$ cat src/rtl/ann_pkg.sv
// Shared types for the layer input collector: bank count, bank select and per-bank status.
package ann_pkg;
    localparam int NUM_BANKS = 2;
    localparam int IDX_W_MAX = 8;

    typedef logic [$clog2(NUM_BANKS)-1:0] bank_sel_t;

    // Index is stored at a fixed maximum width; the top uses the low $clog2(NEURON_WIDTH) bits.
    typedef struct packed {
        logic                 full;
        logic [IDX_W_MAX-1:0] wr_idx;
    } bank_status_t;
endpackage

$ cat src/rtl/collector_bank.sv
// One ping-pong bank: NEURON_WIDTH sample lanes with per-lane write, zero-fill above the
// written lane, and a synchronous clear.
module collector_bank
    import ann_pkg::*;
#(
    parameter int LAYER_DATA_WIDTH = 8,
    parameter int NEURON_WIDTH     = 4,
    localparam int IDX_W           = (NEURON_WIDTH > 1) ? $clog2(NEURON_WIDTH) : 1
) (
    input  logic                               clk,
    input  logic                               rst_n,
    input  logic                               wr_en_i,
    input  logic                               zero_fill_i,
    input  logic                               clr_i,
    input  logic [IDX_W-1:0]                   wr_lane_i,
    input  logic signed [LAYER_DATA_WIDTH-1:0] wr_data_i,
    output logic signed [LAYER_DATA_WIDTH-1:0] lanes_o [0:NEURON_WIDTH-1]
);

    logic signed [LAYER_DATA_WIDTH-1:0] lanes_q [0:NEURON_WIDTH-1];

    always_ff @(posedge clk or negedge rst_n) begin
        if (!rst_n) begin
            for (int l = 0; l < NEURON_WIDTH; l++) lanes_q[l] <= '0;
        end else begin
            for (int l = 0; l < NEURON_WIDTH; l++) begin
                if (clr_i) begin
                    lanes_q[l] <= '0;
                end else if (wr_en_i) begin
                    if (IDX_W'(l) == wr_lane_i)
                        lanes_q[l] <= wr_data_i;
                    else if (zero_fill_i && (IDX_W'(l) > wr_lane_i))
                        lanes_q[l] <= '0;
                end
            end
        end
    end

    assign lanes_o = lanes_q;

endmodule

$ cat src/rtl/layer_input_collector.sv
// Assembles a stream of signed samples into NEURON_WIDTH-wide vectors using two ping-pong
// banks, so one bank fills while the other is presented downstream.
module layer_input_collector
    import ann_pkg::*;
#(
    parameter int LAYER_DATA_WIDTH = 8,
    parameter int NEURON_WIDTH     = 4
) (
    input  logic                               clk,
    input  logic                               rst_n,
    input  logic                               in_valid,
    output logic                               in_ready,
    input  logic signed [LAYER_DATA_WIDTH-1:0] in_data,
    input  logic                               in_last,
    output logic signed [LAYER_DATA_WIDTH-1:0] data_out [0:NEURON_WIDTH-1],
    output logic                               out_valid,
    input  logic                               out_ready,
    output logic                               frame_err,
    input  logic                               err_clr
);

    localparam int IDX_W = (NEURON_WIDTH > 1) ? $clog2(NEURON_WIDTH) : 1;
    localparam logic [IDX_W_MAX-1:0] LAST_IDX = IDX_W_MAX'(NEURON_WIDTH - 1);

    bank_status_t st_q [NUM_BANKS];
    bank_status_t st_d [NUM_BANKS];
    bank_sel_t    wr_bank_q, wr_bank_d;
    bank_sel_t    rd_bank_q, rd_bank_d;
    logic         frame_err_q, frame_err_d;

    logic xfer, cons, at_end, close;
    logic signed [LAYER_DATA_WIDTH-1:0] bank_lanes [NUM_BANKS][NEURON_WIDTH];

    assign in_ready  = !st_q[wr_bank_q].full;
    assign out_valid = st_q[rd_bank_q].full;
    assign frame_err = frame_err_q;

    assign xfer   = in_valid && in_ready;
    assign cons   = out_valid && out_ready;
    assign at_end = (st_q[wr_bank_q].wr_idx == LAST_IDX);
    assign close  = xfer && (in_last || at_end);

    always_comb begin
        st_d        = st_q;
        wr_bank_d   = wr_bank_q;
        rd_bank_d   = rd_bank_q;
        frame_err_d = frame_err_q;
        if (xfer) begin
            if (close) begin
                st_d[wr_bank_q].full   = 1'b1;
                st_d[wr_bank_q].wr_idx = '0;
                wr_bank_d              = ~wr_bank_q;
            end else begin
                st_d[wr_bank_q].wr_idx = st_q[wr_bank_q].wr_idx + IDX_W_MAX'(1);
            end
        end
        // A consume only ever targets a full bank, which cannot be the bank being written.
        if (cons) begin
            st_d[rd_bank_q].full = 1'b0;
            rd_bank_d            = ~rd_bank_q;
        end
        if (xfer && at_end && !in_last)
            frame_err_d = 1'b1;
        else if (err_clr)
            frame_err_d = 1'b0;
    end

    always_ff @(posedge clk or negedge rst_n) begin
        if (!rst_n) begin
            for (int b = 0; b < NUM_BANKS; b++) st_q[b] <= '0;
            wr_bank_q   <= '0;
            rd_bank_q   <= '0;
            frame_err_q <= 1'b0;
        end else begin
            st_q        <= st_d;
            wr_bank_q   <= wr_bank_d;
            rd_bank_q   <= rd_bank_d;
            frame_err_q <= frame_err_d;
        end
    end

    for (genvar b = 0; b < NUM_BANKS; b++) begin : g_bank
        collector_bank #(
            .LAYER_DATA_WIDTH(LAYER_DATA_WIDTH),
            .NEURON_WIDTH    (NEURON_WIDTH)
        ) u_bank (
            .clk        (clk),
            .rst_n      (rst_n),
            .wr_en_i    (xfer && (wr_bank_q == bank_sel_t'(b))),
            .zero_fill_i(in_last),
            .clr_i      (cons && (rd_bank_q == bank_sel_t'(b))),
            .wr_lane_i  (st_q[wr_bank_q].wr_idx[IDX_W-1:0]),
            .wr_data_i  (in_data),
            .lanes_o    (bank_lanes[b])
        );
    end

    always_comb begin
        for (int l = 0; l < NEURON_WIDTH; l++) data_out[l] = bank_lanes[rd_bank_q][l];
    end

endmodule

$ cat config.mk
export PLATFORM = sky130hd
export DESIGN_NAME = layer_input_collector
export DESIGN_NICKNAME = d
export VERILOG_FILES = /design/src/rtl/ann_pkg.sv /design/src/rtl/collector_bank.sv /design/src/rtl/layer_input_collector.sv
export SDC_FILE = /design/constraint.sdc
export NUM_CORES = 1
export LEC_CHECK = 0
export CAP_MARGIN = 5
export CORE_MARGIN = 8
export CORE_UTILIZATION = 32
export DETAILED_ROUTE_END_ITERATION = 12
export GPL_TIMING_DRIVEN = 0
export SYNTH_ARGS = -nofsm -noshare
export SYNTH_HDL_FRONTEND = slang
export SYNTH_SLANG_ARGS = --single-unit
$ cat constraint.sdc
create_clock -name clk -period 2.3 [get_ports clk]
set_clock_uncertainty 0.1 [all_clocks]
set_input_delay 0.345 -clock clk [delete_from_list [all_inputs] [get_ports clk]]
set_output_delay 0.345 -clock clk [all_outputs]
set_load 0.05 [all_outputs]
# Word level (Yosys, flattened, before mapping)
# Index checks and enable logic that the tools add are counted.
[word_totals] ff_bits=85 in_bits=14 elab_cells=119
[classes] muxes=48 addsub=1 reduce_logical=39 n_bitwise=4 order_cmp=8 eq_ne=4
[ops] operator="2-to-1 mux 8 bit" count=25
[ops] operator="2-to-1 mux 32 bit" count=3
[ops] operator="bitwise mux 18 bit" count=4
[ops] operator="2-to-1 mux 9 bit" count=8
[ops] operator="2-to-1 mux 18 bit" count=3
[ops] operator="demux 9 bit (select 1 bit)" count=3
[ops] operator="nonzero test 3 bit" count=8
[ops] operator="AND reduction 2 bit" count=9
[ops] operator="logical AND 1 bit" count=15
[ops] operator="adder 8 x 1 -> 8 bit (second input constant)" count=1
[ops] operator="== test 8 x 2 -> 1 bit (second input constant)" count=1
[ops] operator="nonzero test 2 bit" count=3
[ops] operator="== test 2 bit (first input constant)" count=2
[ops] operator=">= comparator 2 bit (second input constant)" count=2
[ops] operator="> comparator 1 x 2 -> 1 bit (first input constant)" count=2
[ops] operator="> comparator 2 bit (first input constant)" count=2
[ops] operator="< comparator 2 x 1 -> 1 bit (second input constant)" count=2
[ops] operator="NOT 1 -> 2 bit" count=2
[ops] operator="== test 1 x 2 -> 1 bit (first input constant)" count=1
[ops] operator="logical NOT 1 bit" count=2
[ops] operator="logical NOT 2 bit" count=1
[ops] operator="2-to-1 mux 1 bit" count=2
[ops] operator="NOT 1 bit" count=2
[ops] operator="logical OR 1 bit" count=1

# Depth between registers and ports, before layout
# Gate-level depths: netlist (run 1).
[logic_depth] ltp_word=11 depth_mapped=8

# Hierarchy
# Synthesis (run 1) repeated with hierarchy kept, for this count alone.
[hier_totals] cells_unflattened=346 hier_area_um2=4155.2
[by_module_without_submodules] mod="collector_bank" cells_per_inst=90 n_inst=2 area_each_um2=1300.0
[by_module_without_submodules] mod="layer_input_collector" cells_per_inst=166 n_inst=1 area_each_um2=1555.2

# Worst setup path before layout (run 1)
# Ideal clock, no wire load.
[synth_path] kind="flip-flop to output port" startpoint="register rd_bank_q" endpoint="output port out_valid" path_stages_with_launch=4 slack_ns=-0.030 t_arrival_ns=1.885 n_path_buf=2 path_cell_list="dfrtp_1 > clkbuf_1 > clkbuf_1 > o21ai_0"
[synth_between] elab_chain_len=4
[synth_lines] element="start: declaration" line_no="layer_input_collector.sv:28" text="bank_sel_t rd_bank_q, rd_bank_d;"
[synth_lines] element="start signal: assignment" line_no="layer_input_collector.sv:77" text="rd_bank_q <= rd_bank_d;"
[synth_lines] element="NOT 1 -> 2 bit (not written as such)" line_no="layer_input_collector.sv:35" text="assign out_valid = st_q[rd_bank_q].full;"
[synth_lines] element="2-to-1 mux 9 bit (not written as such) (3 in series)" line_no="layer_input_collector.sv:35"
[synth_lines] element="end: declaration" line_no="layer_input_collector.sv:16" text="output logic out_valid,"
# No other way between the ends. The select of a mux whose other input is x is not followed.

==> summary.txt, run 1 <==
Combinational power share - 0.462
Power density over cell area - 1230 nW/um^2
CP bufs+invs - 2
Largest net degree at the start of global routing - 49
Count leader, synth - dfrtp_1
Worst path cell trace - buf_8 -> mux2i_4 -> inv_2 -> ha_4 -> nor4b_4 -> nand2_2 -> nand4_1 -> o22ai_2
Final worst-path cycle share - 0.966
Routed WL - 12200 um
Slew Limit Fails - 0
Syn Area/Cell - 9.68 um^2
Cell Area, Synth - 4280 um^2
Share of post-route cells with drive strength above 1 - 0.240
Switching Fraction - 0.437
Worst EP arrival - 2330 ps
Final WS setup - 77.8 ps
Pre-CTS setup slack - -561 ps
Ports - 49
RSZ-0062 raised after global routing - true
Peak supply drop - 0.000469 V
Outcome - complete, no violations
Wire length on met2 - 5990 um
Min-Delay Path Class - primary input to flop
Top delay family on crit path - simple AND/OR/NAND/NOR gates
Clock Sinks - 85
Setup crit start - wr_bank_q
Mapped Cells - 442
Synth area leader - dfrtp_1
Top Layer Used - met4
Vias/cell - 5.29
Drt pass-1 iters - 5
HPWL Detailed - 8430 um
Syn. warnings - 0
Type of origin of the critical path - flop
Crit end category - flop
GRT Residual Overflow - 0
Maximum fanout along the worst path - 10
Synth unique cells - 46
Clock Path Buffers - 2
Initial DRC Count - 342
Area growth from synthesis to layout - 26.6%
Slowest-stage cell, CP - dfrtp_2
# nets final - 517
Skew-Pair Late Insertion Delay - 340 ps
Sequential power share - 0.329
WP data required - 2410 ps
Met1 Wirelength - 5310 um
First-pass GRT wire length - 19700 um
CTS clk-pin slew, worst paths - 70 ps
Met3 wire len - 572 um
Crit Path Category - flop to flop
Core Footprint - 13100 um^2
Die height - 132 um
Async SR Flop Fraction - 1.00
Synth top area share - 0.497
Final setup violation count - 0
Worst reg2reg path depth - 8
Primary FF master, synth - dfrtp_1
Initial core utilization - 0.326
Fillers - 1282
Vias - 3597
Placement Cell Area - 4930 um^2
Crit-path max cell delay - 430 ps
Die W - 132 um
PnR Total Power - 0.00669 W
Flip-flop and latch area - 2130 um^2
Gp weighted congestion - 0.860
Core Rows - 42
Die ar. - 17300 um^2
Yosys reg bits - 85
Sequential share of the synthesized area - 0.497
Post-synth EDFFs - 0
Origin of the critical flop-to-flop path - wr_bank_q
Syn nets - 460
Psw - 0.00292 W
Number of global-route vias before repair - 3726
Fmax achieved - 450 MHz
CTS tree - built
Final hold vios - 0
Drt drc - 0
CTS HTree Levels - 3
Finished Cell Area - 5420 um^2
CP Depth - 8
TritonCTS buffer count - 9
Initial antenna violation count - 0
Antenna Nets Post-Route - 0
Top post-synthesis cells by area - dfrtp_1 50%, mux2_2 8.4%, a22oi_1 5.8%
Measured slew at the worst slew-check pin - 727 ps
Footprint of the multi-input gates - 2070 um^2
Synth cell count leaders - 85 x dfrtp_1, 66 x nand2_1, 38 x nor2_1
Drt wl/cell - 17.9 um
Total GRT Usage - 0.142
Lkg Pwr - 2.37 nW
Max-cap violation count - 0
Pint - 0.00376 W
Port-buffer cells - 40
Share of total power in the clock network - 0.209
Antenna Cells - 0
Crit path time final - 2220 ps
Clk root buf - clkbuf_16
Max_slew headroom - 0.513
Worst reg-to-reg setup slack - 80 ps
cell families (layout without fill, tap and decap cells):
group | Yosys count | after routing | synth area share
flops | 85 | 85 | 0.497
compound gates | 107 | 107 | 0.164
simple gates | 159 | 159 | 0.177
fa+ha+maj | 4 | 4 | 0.0117
xor+xnor | 1 | 1 | 0.00205
mux | 40 | 40 | 0.103
buf+inv | 46 | 108 | 0.0450
timing repair:
item | 4_1_cts | 5_1_grt
pin swaps | 4 | 3
buffers inserted | 1 | 4
gates cloned | 0 | 0
endpoints found under the setup margin | 70 | 51
resized for setup | 112 | 16
hold buffers | 1 | 0
hold endpoints to repair | 37 | 0
worst reg2reg max path, cell delays in order, from the launching register on:
cell and delay, ps:
dfrtp_2 430, buf_8 160, mux2i_4 200, inv_2 100, ha_4 190, nor4b_4 270
nand2_2 180, nand4_1 320, o22ai_2 150
power groups by stage:
stage | combinational [W] | sequential, W | clock (W)
after detailed placement | 0.00299 | 0.00217 | 0
after global routing | 0.00335 | 0.00226 | 0.00148
after global placement | 0.00295 | 0.00215 | 0
after CTS | 0.00301 | 0.00220 | 0.00142
final | 0.00309 | 0.00220 | 0.00140
after floorplan | 0.00215 | 0.00209 | 0
worst min-delay path by stage:
stage	from	slack (ps)	depth (start not counted)	end
2_1_floorplan	rst_n	-50	0	asynchronous set/reset pin
3_3_place_gp	flop	400	1	flop
3_5_place_dp	rst_n	260	1	asynchronous set/reset pin
4_1_cts	in_data[7]	250	3	g_bank[0].u_bank.lanes_o[31]
5_1_grt	in_data[7]	280	3	g_bank[0].u_bank.lanes_o[31]
6_report	in_data[7]	260	3	g_bank[0].u_bank.lanes_o[31]
stage by stage:
| step | std cells | setup TNS [ps] | hold WS [ps] | util |
|---|---|---|---|---|
| after global routing | 680 | -123 | 275 | 0.412 |
| after detailed placement | 659 | -25120 | 259 | 0.375 |
| after CTS | 676 | -38.9 | 254 | 0.406 |
| final | 680 | 0 | 264 | 0.412 |
| after floorplan | 442 | 0 | -50.6 | - |
| after global placement | 658 | -212710 | 404 | 0.373 |
per-layer routing:
| layer | GRT usage | vias up |
|---|---|---|
| li1 | - | 1686 |
| met1 | 0.176 | 1783 |
| met2 | 0.229 | 105 |
| met3 | 0.0316 | 23 |
| met4 | 0.0657 | 0 |
| met5 | 0 | - |
cell type report:
cell class | instances | area share
repair buffers | 47 | 0.0924
well taps | 176 | 0.0406
plain buffers | 31 | 0.0302
clock buffers | 10 | 0.0441
inverters | 14 | 0.00970
flip-flops and latches | 85 | 0.393
clock inverters | 6 | 0.00831
multi-input cells | 311 | 0.382
layout by cell type, fill, tap and decap left out, types with 3 or more instances in the layout:
cell,n
dfrtp_1,83
nand2_1,65
nor2_1,37
a22oi_1,33
mux2_2,32
a21oi_1,29
clkdlybuf4s15_2,28
nand3_1,19
clkbuf_1,16
o21ai_0,15
inv_1,12
clkbuf_2,9
clkbuf_16,9
nand2b_1,7
and2_1,6
buf_4,6
mux2i_1,6
o31ai_1,5
clkdlybuf4s50_1,5
dlygate4sd2_1,5
and3_1,4
a41oi_1,4
and3b_1,3
nand3b_1,3
ha_1,3
clkinvlp_4,3
No activity file was read; power rests on OpenSTA's default activity.
==> run 2, diff against run 1 <==
--- a/config.mk
+++ b/config.mk
@@ -8,6 +8,7 @@
 export CAP_MARGIN = 5
 export CORE_MARGIN = 8
 export CORE_UTILIZATION = 32
+export CTS_CLUSTER_DIAMETER = 40
 export DETAILED_ROUTE_END_ITERATION = 12
 export GPL_TIMING_DRIVEN = 0
 export SYNTH_ARGS = -nofsm -noshare
==> results of run 2 <==
Same layout as run 1: the final DEF is identical, and so are final timing and power.
==> run 3, diff against run 2 <==
--- a/config.mk
+++ b/config.mk
@@ -8,8 +8,10 @@
 export CAP_MARGIN = 5
 export CORE_MARGIN = 8
 export CORE_UTILIZATION = 32
+export CTS_BUF_LIST = sky130_fd_sc_hd__clkbuf_8
 export CTS_CLUSTER_DIAMETER = 40
 export DETAILED_ROUTE_END_ITERATION = 12
+export DONT_BUFFER_PORTS = 1
 export GPL_TIMING_DRIVEN = 0
 export SYNTH_ARGS = -nofsm -noshare
 export SYNTH_HDL_FRONTEND = slang
==> run 3 against run 2 <==
Net effect: the run now ends with hold timing left; sequential power is essentially flat; sequential cell count unchanged; sequential share of layout area is 4.6 points higher; core utilization shrank 4.3 points; cell count decreased by 6.5%; critical path type unchanged; design area fell by 10%; power is 11% lower; largest cell class unchanged; global-route usage about the same.
==> summary.txt, run 3 (synthesis results as in run 1) <==
Outcome - finished with violations
Violated checks - hold timing
Clk root buf - clkbuf_8
CTS clk-pin slew, worst paths - 90 ps (+20 ps)
Vias/cell - 5.44 (+2.9%)
# nets final - 473 (-8.5%)
Initial DRC Count - 339 (-0.88%)
TritonCTS buffer count - 9 (unchanged)
Gp weighted congestion - 0.855 (-0.64%)
Worst path cell trace - buf_6 -> mux2i_4 -> inv_1 -> ha_4 -> nor4b_4 -> nand2_2 -> a41oi_1 -> o22ai_1
HPWL Detailed - 8300 um (-1.5%)
Core Rows - 42 (unchanged)
Fmax achieved - 451 MHz (+0.25%)
Min-Delay Path Class - primary input to asynchronous set/reset pin
Crit path time final - 2220 ps (-5.60 ps)
GRT Residual Overflow - 0 (unchanged)
Drt wl/cell - 19.0 um (+6.1%)
Core Footprint - 13100 um^2 (unchanged)
Type of origin of the critical path - flop
Crit-path max cell delay - 410 ps (-20 ps)
Area growth from synthesis to layout - 13.4%
Commonest non-fill, non-tap cell in the layout - dfrtp_1
Final worst-path cycle share - 0.964 (-0.00244)
Largest net degree at the start of global routing - 86 (+76%)
Max-cap violation count - 0 (unchanged)
Clock Sinks - 85 (unchanged)
Drt drc - 0 (unchanged)
Die ar. - 17300 um^2 (unchanged)
DP Cell Count - 618 (-6.2%)
Die height - 132 um (unchanged)
Share of post-route cells with drive strength above 1 - 0.189 (-0.0509)
Die W - 132 um (unchanged)
Final hold vios - 85 (+85)
Min Hold Slack - -431 ps (-695 ps)
Routed WL - 12100 um (-0.73%)
Lkg Pwr - 2.14 nW (-10%)
Number of global-route vias before repair - 3582 (-3.9%)
Origin of the critical flop-to-flop path - wr_bank_q
Slowest-stage cell, CP - dfrtp_1
Final core occ - 0.369 (-0.0430)
Clock Path Buffers - 2 (unchanged)
First-pass GRT wire length - 19700 um (-0.21%)
Initial core utilization - 0.326 (unchanged)
Maximum fanout along the worst path - 10 (unchanged)
Crit end category - flop
Peak supply drop - 0.000349 V (-26%)
Antenna Nets Post-Route - 0 (unchanged)
Skew-Pair Late Insertion Delay - 370 ps (+30 ps)
Final setup violation count - 0 (unchanged)
Most frequent cells in the layout - 84 x dfrtp_1, 64 x nand2_1, 37 x nor2_1
CTS HTree Levels - 3 (unchanged)
Crit Path Category - flop to flop
Antenna Cells - 0 (unchanged)
Total GRT Usage - 0.142 (+0.000360)
Drt pass-1 iters - 5 (unchanged)
Worst reg2reg path depth - 8 (unchanged)
Slew Limit Fails - 0 (unchanged)
Initial antenna violation count - 0 (unchanged)
CTS hold repair buffers - 1 (unchanged)
Vias - 3461 (-3.8%)
Measured slew at the worst slew-check pin - 833 ps (+105 ps)
Worst EP arrival - 2350 ps (+20 ps)
Power density over cell area - 1230 nW/um^2 (-0.23%)
Setup TNS - 0 ps (unchanged)
Pre-CTS setup slack - -457 ps (+104 ps)
Max_slew headroom - 0.434 (-0.0792)
CTS tree - built
Non-filler instance count after layout - 636 (-6.5%)
Final WS setup - 83.4 ps (+5.60 ps)
Ports - 49 (unchanged)
WP data required - 2440 ps (+30 ps)
Setup crit start - wr_bank_q
Port-buffer cells - 0 (-100%)
==> run 3: cell count changes in the layout (fill, tap and decap cells not counted), sizes merged <==
cell,change
clkdlybuf4s15,-28
buf,-6
clkdlybuf4s50,-5
dlygate4sd2,-5
inv,+2
clkinv,-1
clkinvlp,-1
==> run 3: area by class of cell <==
type | instances | area, um^2
Clock inverter | 6 | 52.6
Fill cell | 1318 | 8280
Clock buffer | 10 | 138
Sequential cell | 85 | 2130
Inverter | 14 | 52.6
Buffer | 31 | 149
Tap cell | 176 | 220
Multi-Input combinational cell | 311 | 2090
Timing Repair Buffer | 3 | 25.0
==> run 3: final timing paths <==
check                           slack, ps                      endpoint
max in group asynchronous            2390  g_bank[0].u_bank.lanes_o[10]
worst max-delay path                   80                          flop
worst max register to register         80                          flop
min in group clk                       60                     frame_err
worst min register to register        420  g_bank[0].u_bank.lanes_o[30]
worst min-delay path                 -430    asynchronous set/reset pin
==> run 3: routing by layer <==
metal / global-route usage / part of all wire / routed length (um) / vias to the layer above
li1: - / - / - / 1585
met1: 0.172 / 0.43 / 5200 / 1762
met2: 0.227 / 0.48 / 5830 / 97
met3: 0.0393 / 0.065 / 790 / 17
met4: 0.0734 / 0.024 / 296 / 0
met5: 0 / 0 / 0 / -
==> run 3: critical path, delay by kind of cell, from the launching register on <==
family	cells	cell delay, ps
simple gates	2	450
fa+ha+maj	1	210
flops	1	410
buf+inv	2	300
compound gates	2	420
mux	1	200
==> run 3: stage by stage <==
| stage | instance area [um^2] | hold WS (ps) | power (W) |
|---|---|---|---|
| floorplan | 4280 | -50.6 | 0.00424 |
| global placement | 4500 | -44.8 | 0.00472 |
| detailed placement | 4500 | -44.6 | 0.00478 |
| CTS | 4770 | -457 | 0.00593 |
| global route | 4850 | -460 | 0.00634 |
| finish | 4850 | -431 | 0.00597 |
==> run 3: repair_timing <==
item / CTS / global route
resized for setup: 18 / 14
setup endpoints to repair: 66 / 38
pin swaps: 2 / 1
hold endpoints to repair: 86 / 85
setup buffers: 1 / 1
==> run 3: power breakdown <==
part	switching [W]	internal [W]	total, W
logic	0.00189	0.000817	0.00271
registers	0.000337	0.00187	0.00221
clock network	0.000610	0.000441	0.00105
